**src/rtl/mem_stage_lsu.sv**
```systemverilog
// ---------------------------------------------------------------------------
// mem_stage_lsu
//   MEM-stage load/store unit. Takes the EX/MEM register contents, issues a
//   valid/ready request to data memory for doubleword loads and stores, waits
//   for the load response, stalls the upstream pipeline while an access is
//   outstanding and owns the MEM/WB register.
//
//   Misaligned doubleword accesses never reach memory. They retire as a
//   bubble and set the sticky MemErr flag. Accesses that stay in the wait
//   states for TIMEOUT cycles are handled the same way.
//
// Ports
//   clk, rst                  clock, synchronous active-high reset
//   ALUResultM .. ExtImmM     M-stage fields from the EX/MEM register
//   dmem_req_valid/ready      request handshake (we/addr/wdata qualify it)
//   dmem_resp_valid/rdata     load response
//   StallM                    freeze IF..EX/MEM this cycle (combinational)
//   MemErr                    sticky misalign/timeout error, cleared by rst
//   *W                        MEM/WB register outputs
// ---------------------------------------------------------------------------
module mem_stage_lsu #(
    parameter int TIMEOUT = 256
) (
    input  logic        clk,
    input  logic        rst,
    input  logic [63:0] ALUResultM,
    input  logic [63:0] WriteDataM,
    input  logic [63:0] PCPlus4M,
    input  logic [4:0]  RdM,
    input  logic        RegWriteM,
    input  logic        MemWriteM,
    input  logic [1:0]  ResultSrcM,
    input  logic [63:0] ExtImmM,
    output logic        dmem_req_valid,
    input  logic        dmem_req_ready,
    output logic        dmem_we,
    output logic [63:0] dmem_addr,
    output logic [63:0] dmem_wdata,
    input  logic        dmem_resp_valid,
    input  logic [63:0] dmem_rdata,
    output logic        StallM,
    output logic        MemErr,
    output logic [63:0] ALUResultW,
    output logic [63:0] ReadDataW,
    output logic [63:0] PCPlus4W,
    output logic [63:0] ExtImmW,
    output logic [4:0]  RdW,
    output logic        RegWriteW,
    output logic [1:0]  ResultSrcW
);

    typedef enum logic [1:0] {
        IDLE      = 2'd0,
        WAIT_ACC  = 2'd1,
        WAIT_RESP = 2'd2
    } state_t;

    localparam int TW = $clog2(TIMEOUT + 1);
    localparam logic [TW-1:0] TMO_LAST = TW'(TIMEOUT - 1);

    state_t          state_r;
    state_t          state_nx_s;
    logic [TW-1:0]   tmo_r;
    logic [TW-1:0]   tmo_nx_s;
    logic            memop_s;
    logic            mis_s;
    logic            req_valid_s;
    logic            acc_s;
    logic            tmo_hit_s;
    logic            retire_s;
    logic            load_ret_s;
    logic            err_set_s;
    logic            stall_s;

    // Request handshake terms and the FSM next-state / retire decision.
    always_comb begin
        memop_s     = MemWriteM | (ResultSrcM == 2'b01);
        mis_s       = memop_s & (ALUResultM[2:0] != 3'b000);
        req_valid_s = !rst && !mis_s && memop_s &&
                      ((state_r == IDLE) || (state_r == WAIT_ACC));
        acc_s       = req_valid_s & dmem_req_ready;
        // Last permitted wait cycle: without completion the access aborts.
        tmo_hit_s   = (state_r != IDLE) && (tmo_r == TMO_LAST);

        state_nx_s  = state_r;
        retire_s    = 1'b0;
        load_ret_s  = 1'b0;
        err_set_s   = 1'b0;
        stall_s     = 1'b0;

        case (state_r)
            IDLE: begin
                if (!memop_s) begin
                    retire_s = 1'b1;
                end else if (mis_s) begin
                    err_set_s = 1'b1;
                end else if (acc_s && MemWriteM) begin
                    retire_s = 1'b1;
                end else if (acc_s) begin
                    state_nx_s = WAIT_RESP;
                    stall_s    = 1'b1;
                end else begin
                    state_nx_s = WAIT_ACC;
                    stall_s    = 1'b1;
                end
            end
            WAIT_ACC: begin
                if (acc_s && MemWriteM) begin
                    retire_s   = 1'b1;
                    state_nx_s = IDLE;
                end else if (tmo_hit_s) begin
                    // A load accepted on the last cycle still aborts: its
                    // response could only arrive after the budget expired.
                    err_set_s  = 1'b1;
                    state_nx_s = IDLE;
                end else if (acc_s) begin
                    state_nx_s = WAIT_RESP;
                    stall_s    = 1'b1;
                end else begin
                    stall_s    = 1'b1;
                end
            end
            WAIT_RESP: begin
                if (dmem_resp_valid) begin
                    retire_s   = 1'b1;
                    load_ret_s = 1'b1;
                    state_nx_s = IDLE;
                end else if (tmo_hit_s) begin
                    err_set_s  = 1'b1;
                    state_nx_s = IDLE;
                end else begin
                    stall_s    = 1'b1;
                end
            end
            default: begin
                state_nx_s = IDLE;
            end
        endcase

        if (state_nx_s == IDLE) begin
            tmo_nx_s = {TW{1'b0}};
        end else if (state_r == IDLE) begin
            tmo_nx_s = {TW{1'b0}};
        end else begin
            tmo_nx_s = tmo_r + {{(TW-1){1'b0}}, 1'b1};
        end
    end

    assign dmem_req_valid = req_valid_s;
    assign dmem_we        = MemWriteM;
    assign dmem_addr      = ALUResultM;
    assign dmem_wdata     = WriteDataM;
    assign StallM         = stall_s & !rst;

    // FSM state, timeout counter, sticky error and the MEM/WB register.
    always_ff @(posedge clk) begin
        if (rst) begin
            state_r    <= IDLE;
            tmo_r      <= {TW{1'b0}};
            MemErr     <= 1'b0;
            ALUResultW <= 64'd0;
            ReadDataW  <= 64'd0;
            PCPlus4W   <= 64'd0;
            ExtImmW    <= 64'd0;
            RdW        <= 5'd0;
            RegWriteW  <= 1'b0;
            ResultSrcW <= 2'b00;
        end else begin
            state_r <= state_nx_s;
            tmo_r   <= tmo_nx_s;
            if (err_set_s) begin
                MemErr <= 1'b1;
            end
            if (retire_s) begin
                ALUResultW <= ALUResultM;
                ReadDataW  <= load_ret_s ? dmem_rdata : 64'd0;
                PCPlus4W   <= PCPlus4M;
                ExtImmW    <= ExtImmM;
                RdW        <= RdM;
                RegWriteW  <= RegWriteM;
                ResultSrcW <= ResultSrcM;
            end else begin
                // Stalled cycle, misalign or abort: send a bubble to WB.
                ALUResultW <= 64'd0;
                ReadDataW  <= 64'd0;
                PCPlus4W   <= 64'd0;
                ExtImmW    <= 64'd0;
                RdW        <= 5'd0;
                RegWriteW  <= 1'b0;
                ResultSrcW <= 2'b00;
            end
        end
    end

endmodule

```
**config.mk**
```make
export PLATFORM = sky130hd
export DESIGN_NAME = mem_stage_lsu
export DESIGN_NICKNAME = d
export VERILOG_FILES = /design/src/rtl/mem_stage_lsu.sv
export SDC_FILE = /design/constraint.sdc
export NUM_CORES = 1
export LEC_CHECK = 0
export ABC_AREA = 1
export CORE_AREA = 2 2 285 287
export DETAILED_ROUTE_END_ITERATION = 16
export DIE_AREA = 0 0 287 289
export PLACE_DENSITY = 0.33
export SYNTH_ARGS = -nofsm -noshare
export SYNTH_HDL_FRONTEND = slang
export SYNTH_SLANG_ARGS = --single-unit
```
**constraint.sdc**
```tcl
create_clock -name clk -period 3.8 [get_ports clk]
set_input_delay 0.57 -clock clk [delete_from_list [all_inputs] [get_ports clk]]
set_output_delay 0.57 -clock clk [all_outputs]
set_load 0.05 [all_outputs]
```
==> run summary <==
The run finished with clean final reports. The count of cells in the finished layout, fillers not included, comes to 2621. After detailed placement, the design holds a cell count of 2556. The vias per cell came out at 2.906. In this run, distinct cell masters in the synthesized netlist total 24. The share of cells above drive strength 1 is 6.342%. The worst slew slack as a fraction of its limit came out at between 40% and 50%. The total count of max-transition violations in the final report is 0. Setup violations remaining at the end of the flow were counted as 0. Counting stages on the worst path, the most repeated cell is clkdlybuf4s50_1.

From left edge to right edge, the die measures 287 µm. The post-cts gate resize count came out at 0. The residual antenna-violating net count after detailed routing is 0. For this run, the detailed router's first-pass iteration total came to 4. The critical path is of the in2out type. The tree is rooted in a clkbuf_16. The clock network is responsible for between 40% and 50% of the overall power.

The worst hold path cell count is 2. For this run, the slowest stage of the critical path takes 0.86 ns. The max-cap violation count came out at 0. The cell area that synthesis handed to floorplanning was 9253 µm². The TritonCTS clock tree is yes. The warning count from the yosys run is 0. The maximum fanout along the worst path is 4. Counting cells, the worst reg-to-reg path comes to 9. The total setup buffers inserted after CTS came out at 0. The initial utilization of the core area, before any placement, comes to 11.58%. Dividing the detail-routed wire length by the instance count gives 15.87 µm. The start point of the worst hold path is MemErr. The count of final hold-check violations was 0. The final antenna diode count is 0. The sequential area share after synthesis came out at 59.72%. The number of nets in the synthesized netlist is 1381. Counting I/O delays and the setup requirement, the final critical path takes 3.396 ns. Timing would allow up to 0.2945 GHz. The worst min-delay path category is reg2reg. The final wirelength came out at just over 40 mm. The average cell area after synthesis came out at 8.846 µm². The combinational fraction of design power came out at 15.6%. The clock arrives with 0.01661 ns of skew. The half-perimeter wire length of the detailed placement result is 33.99 mm. The number of cells on the critical path is 6. The global-route wire length before repair came out at 55.57 mm. The height of the die came out at 289 µm. The kind of cell with the highest combined delay along the critical path is buffers and inverters. The number of DRC violations after detailed routing is 0. Setup repair after global routing left no endpoint under its margin. The hold buffer count at cts came out at 0. The library cell contributing the largest single delay on the critical path is clkdlybuf4s50_1.

For the worst-skew pair, the clock arrives at the later sink with an insertion delay of 0.55 ns. The required time of the critical path is about 3.2 ns. The floorplan step defined a die boundary enclosing 82940 µm². The detailed router's first-iteration violation count came out at 118.

The clock transition at the registers of the reported paths came out at roughly 0.060 ns. The net count of the finished layout is 1870. The internal power of the cells totals 5.524 mW. The number of buffers on the longest clock path is 3. The remaining global-route overflow came out at 0. The net switching fraction of the power came out at roughly 28%. The maximum number of pins on one net before global-route repair came out at between 100 and 150. In this run the critical register-to-register path is launched from state_r[1]. The data arrival time at the worst-slack endpoint came out at roughly 2.8 ns. The net switching power of the design is 2.111 mW.

The number of buffers and inverters on the critical path is 3. The gate count after technology mapping came out at roughly 1000. The sink count of the clock tree is roughly 280. After floorplanning, the core was sized to cover 79900 µm². The initialized floorplan defines 104 standard-cell rows. The congestion estimate from routability-driven global placement came to 0.8317. The power density over the cells came out at 459.2 nW/µm². The proportion of power drawn by flip-flops and latches came out at 39.4%. The H-tree depth reported by CTS came out at 2. The worst setup path is captured at an output port.

The number of antenna violations at the first check in global routing is 3. The count of pins on the block boundary is 729. The launching element type of the critical path is a primary input. The pin slew with the least headroom to its limit is 0.7855 ns. The total routing usage reported by global routing came out at 9.386%. Walking the worst path, the cells encountered are clkdlybuf4s50_1 > nor2_1 > buf_4 > nand2_1 > nor3_1 > clkdlybuf4s50_1.

The largest voltage drop on the vdd net is between 0.2 and 0.3 mV. The number of port buffers is 600. The sum of negative setup slack came out at 0 ns. The synthesis-stage register bit count came out at 276. The number of global-route vias before repair is 7777. In this run the worst setup path begins at ALUResultM[0]. For this design the static power due to leakage is 7.287 nW. In this run, CTS created clock tree buffers numbering 37. The share of the clock period used by the worst path is 89.36%. The routed layout has 7616 vias.

The layout overhead on the synthesized area came out at 79.72%.
cell type report:
class,count,area (µm²)
Clock inverter,10,105.1
Fill cell,8924,63270
Inverter,281,1055
Tap cell,1060,1326
Multi-Input combinational cell,332,1440
Timing Repair Buffer,607,6093
Clock buffer,55,1084
Sequential cell,276,5525
per-stage QoR:
step	hold WS (ns)	power (mW)	util, %	cell area (µm²)	setup slack, ns
2_1_floorplan	0.4175	3.928	-	9253	1.235
3_3_place_gp	0.4319	4.287	19.32	15440	0.3040
3_5_place_dp	0.4479	4.284	19.32	15440	0.3966
4_1_cts	0.4652	7.872	20.81	16630	0.3874
5_1_grt	0.4875	8.026	20.81	16630	0.3673
6_report	0.4637	7.635	20.81	16630	0.4044
cell usage after synthesis:
| cell | instances | area share [%] |
|---|---|---|
| o211ai_1 | 1 | 0.081 |
| nand2_1 | 19 | 0.77 |
| buf_8 | 1 | 0.16 |
| a21boi_0 | 1 | 0.081 |
| nand4_2 | 1 | 0.14 |
| nor2_2 | 29 | 2.0 |
| o21ai_0 | 2 | 0.11 |
| inv_2 | 1 | 0.041 |
| xnor2_1 | 3 | 0.28 |
| a21oi_1 | 2 | 0.11 |
| and3_1 | 1 | 0.068 |
| nor3_1 | 1 | 0.054 |
| o21bai_4 | 1 | 0.20 |
| nor4_1 | 1 | 0.068 |
| inv_1 | 280 | 11 |
| xor2_1 | 3 | 0.28 |
| buf_4 | 129 | 10 |
| nand3_1 | 9 | 0.49 |
| nor2_1 | 254 | 10 |
| clkbuf_1 | 6 | 0.24 |
| ha_1 | 2 | 0.27 |
| o21ai_2 | 2 | 0.19 |
| buf_6 | 21 | 2.6 |
| dfxtp_1 | 276 | 60 |
path summary, 6_finish.rpt:
| check | slack, ns | to |
|---|---|---|
| worst max register to register | 1.74 | ALUResultW[56] |
| worst min register to register | 0.46 | MemErr |
| worst max-delay path | 0.40 | dmem_req_valid |
| worst min-delay path | 0.46 | MemErr |
flip-flops by register name (all words and copies together) (netlist names):
name        count
ExtImmW        64
tmo_r           9
PCPlus4W       64
state_r         2
ResultSrcW      2
MemErr          1
RegWriteW       1
ALUResultW     64
RdW             5
ReadDataW      64
layer usage:
| metal | global-route usage, % | wire length (µm) | vias up |
|---|---|---|---|
| met3 | 5.748 | 5983 | 73 |
| met2 | 17.46 | 21590 | 463 |
| li1 | - | - | 3759 |
| met4 | 4.740 | 2007 | 2 |
| met1 | 7.669 | 12000 | 3319 |
| met5 | 0 | 16 | - |
placed cells by master (no fill, tap or decap):
cell | synthesis | layout
a21boi_0 | 1 | 1
nor2_2 | 29 | 29
clkinv_4 | 0 | 1
o21ai_0 | 2 | 2
o21bai_4 | 1 | 1
nand3_1 | 9 | 9
clkbuf_8 | 0 | 9
clkbuf_1 | 6 | 9
clkdlybuf4s50_1 | 0 | 599
xnor2_1 | 3 | 3
clkinv_8 | 0 | 2
inv_1 | 280 | 280
nor2_1 | 254 | 254
nand2_2 | 0 | 1
inv_2 | 1 | 1
buf_4 | 129 | 5
a21oi_1 | 2 | 2
clkbuf_16 | 0 | 37
bufinv_16 | 0 | 1
nor4_1 | 1 | 1
ha_1 | 2 | 2
o211ai_1 | 1 | 1
o21ai_4 | 0 | 1
o21ai_2 | 2 | 1
nand2_1 | 19 | 18
inv_6 | 0 | 1
nand4_2 | 1 | 1
and3_1 | 1 | 1
xor2_1 | 3 | 3
dfxtp_1 | 276 | 276
buf_12 | 0 | 3
clkinv_2 | 0 | 5
nor3_1 | 1 | 1
cell families (layout without fill, tap and decap cells):
logic type                 after synthesis  after routing  share of synthesized area [%]
xor gates and xnor gates                 6              6                         0.5681
adders and majority gates                2              2                         0.2704
AOI/OAI and AO/OA                        9              9                         0.7709
DFF                                    276            276                          59.72
buffers and inverters                  438            953                          24.83
and+or+nand+nor                        315            315                          13.85
power by group through the flow:
| stage | combinational, mW | sequential, mW | clock, mW |
|---|---|---|---|
| 2_1_floorplan | 0.540 | 3.39 | 0 |
| 3_3_place_gp | 1.21 | 3.07 | 0 |
| 3_5_place_dp | 1.21 | 3.08 | 0 |
| 4_1_cts | 1.21 | 3.01 | 3.65 |
| 5_1_grt | 1.26 | 3.02 | 3.74 |
| 6_report | 1.19 | 3.01 | 3.43 |
worst min-delay path, cell delays in order (launching register included):
cell and delay, ns:
dfxtp_1 0.31, nand2_1 0.06, nand2_1 0.05
Power figures use the tool's default switching activity.
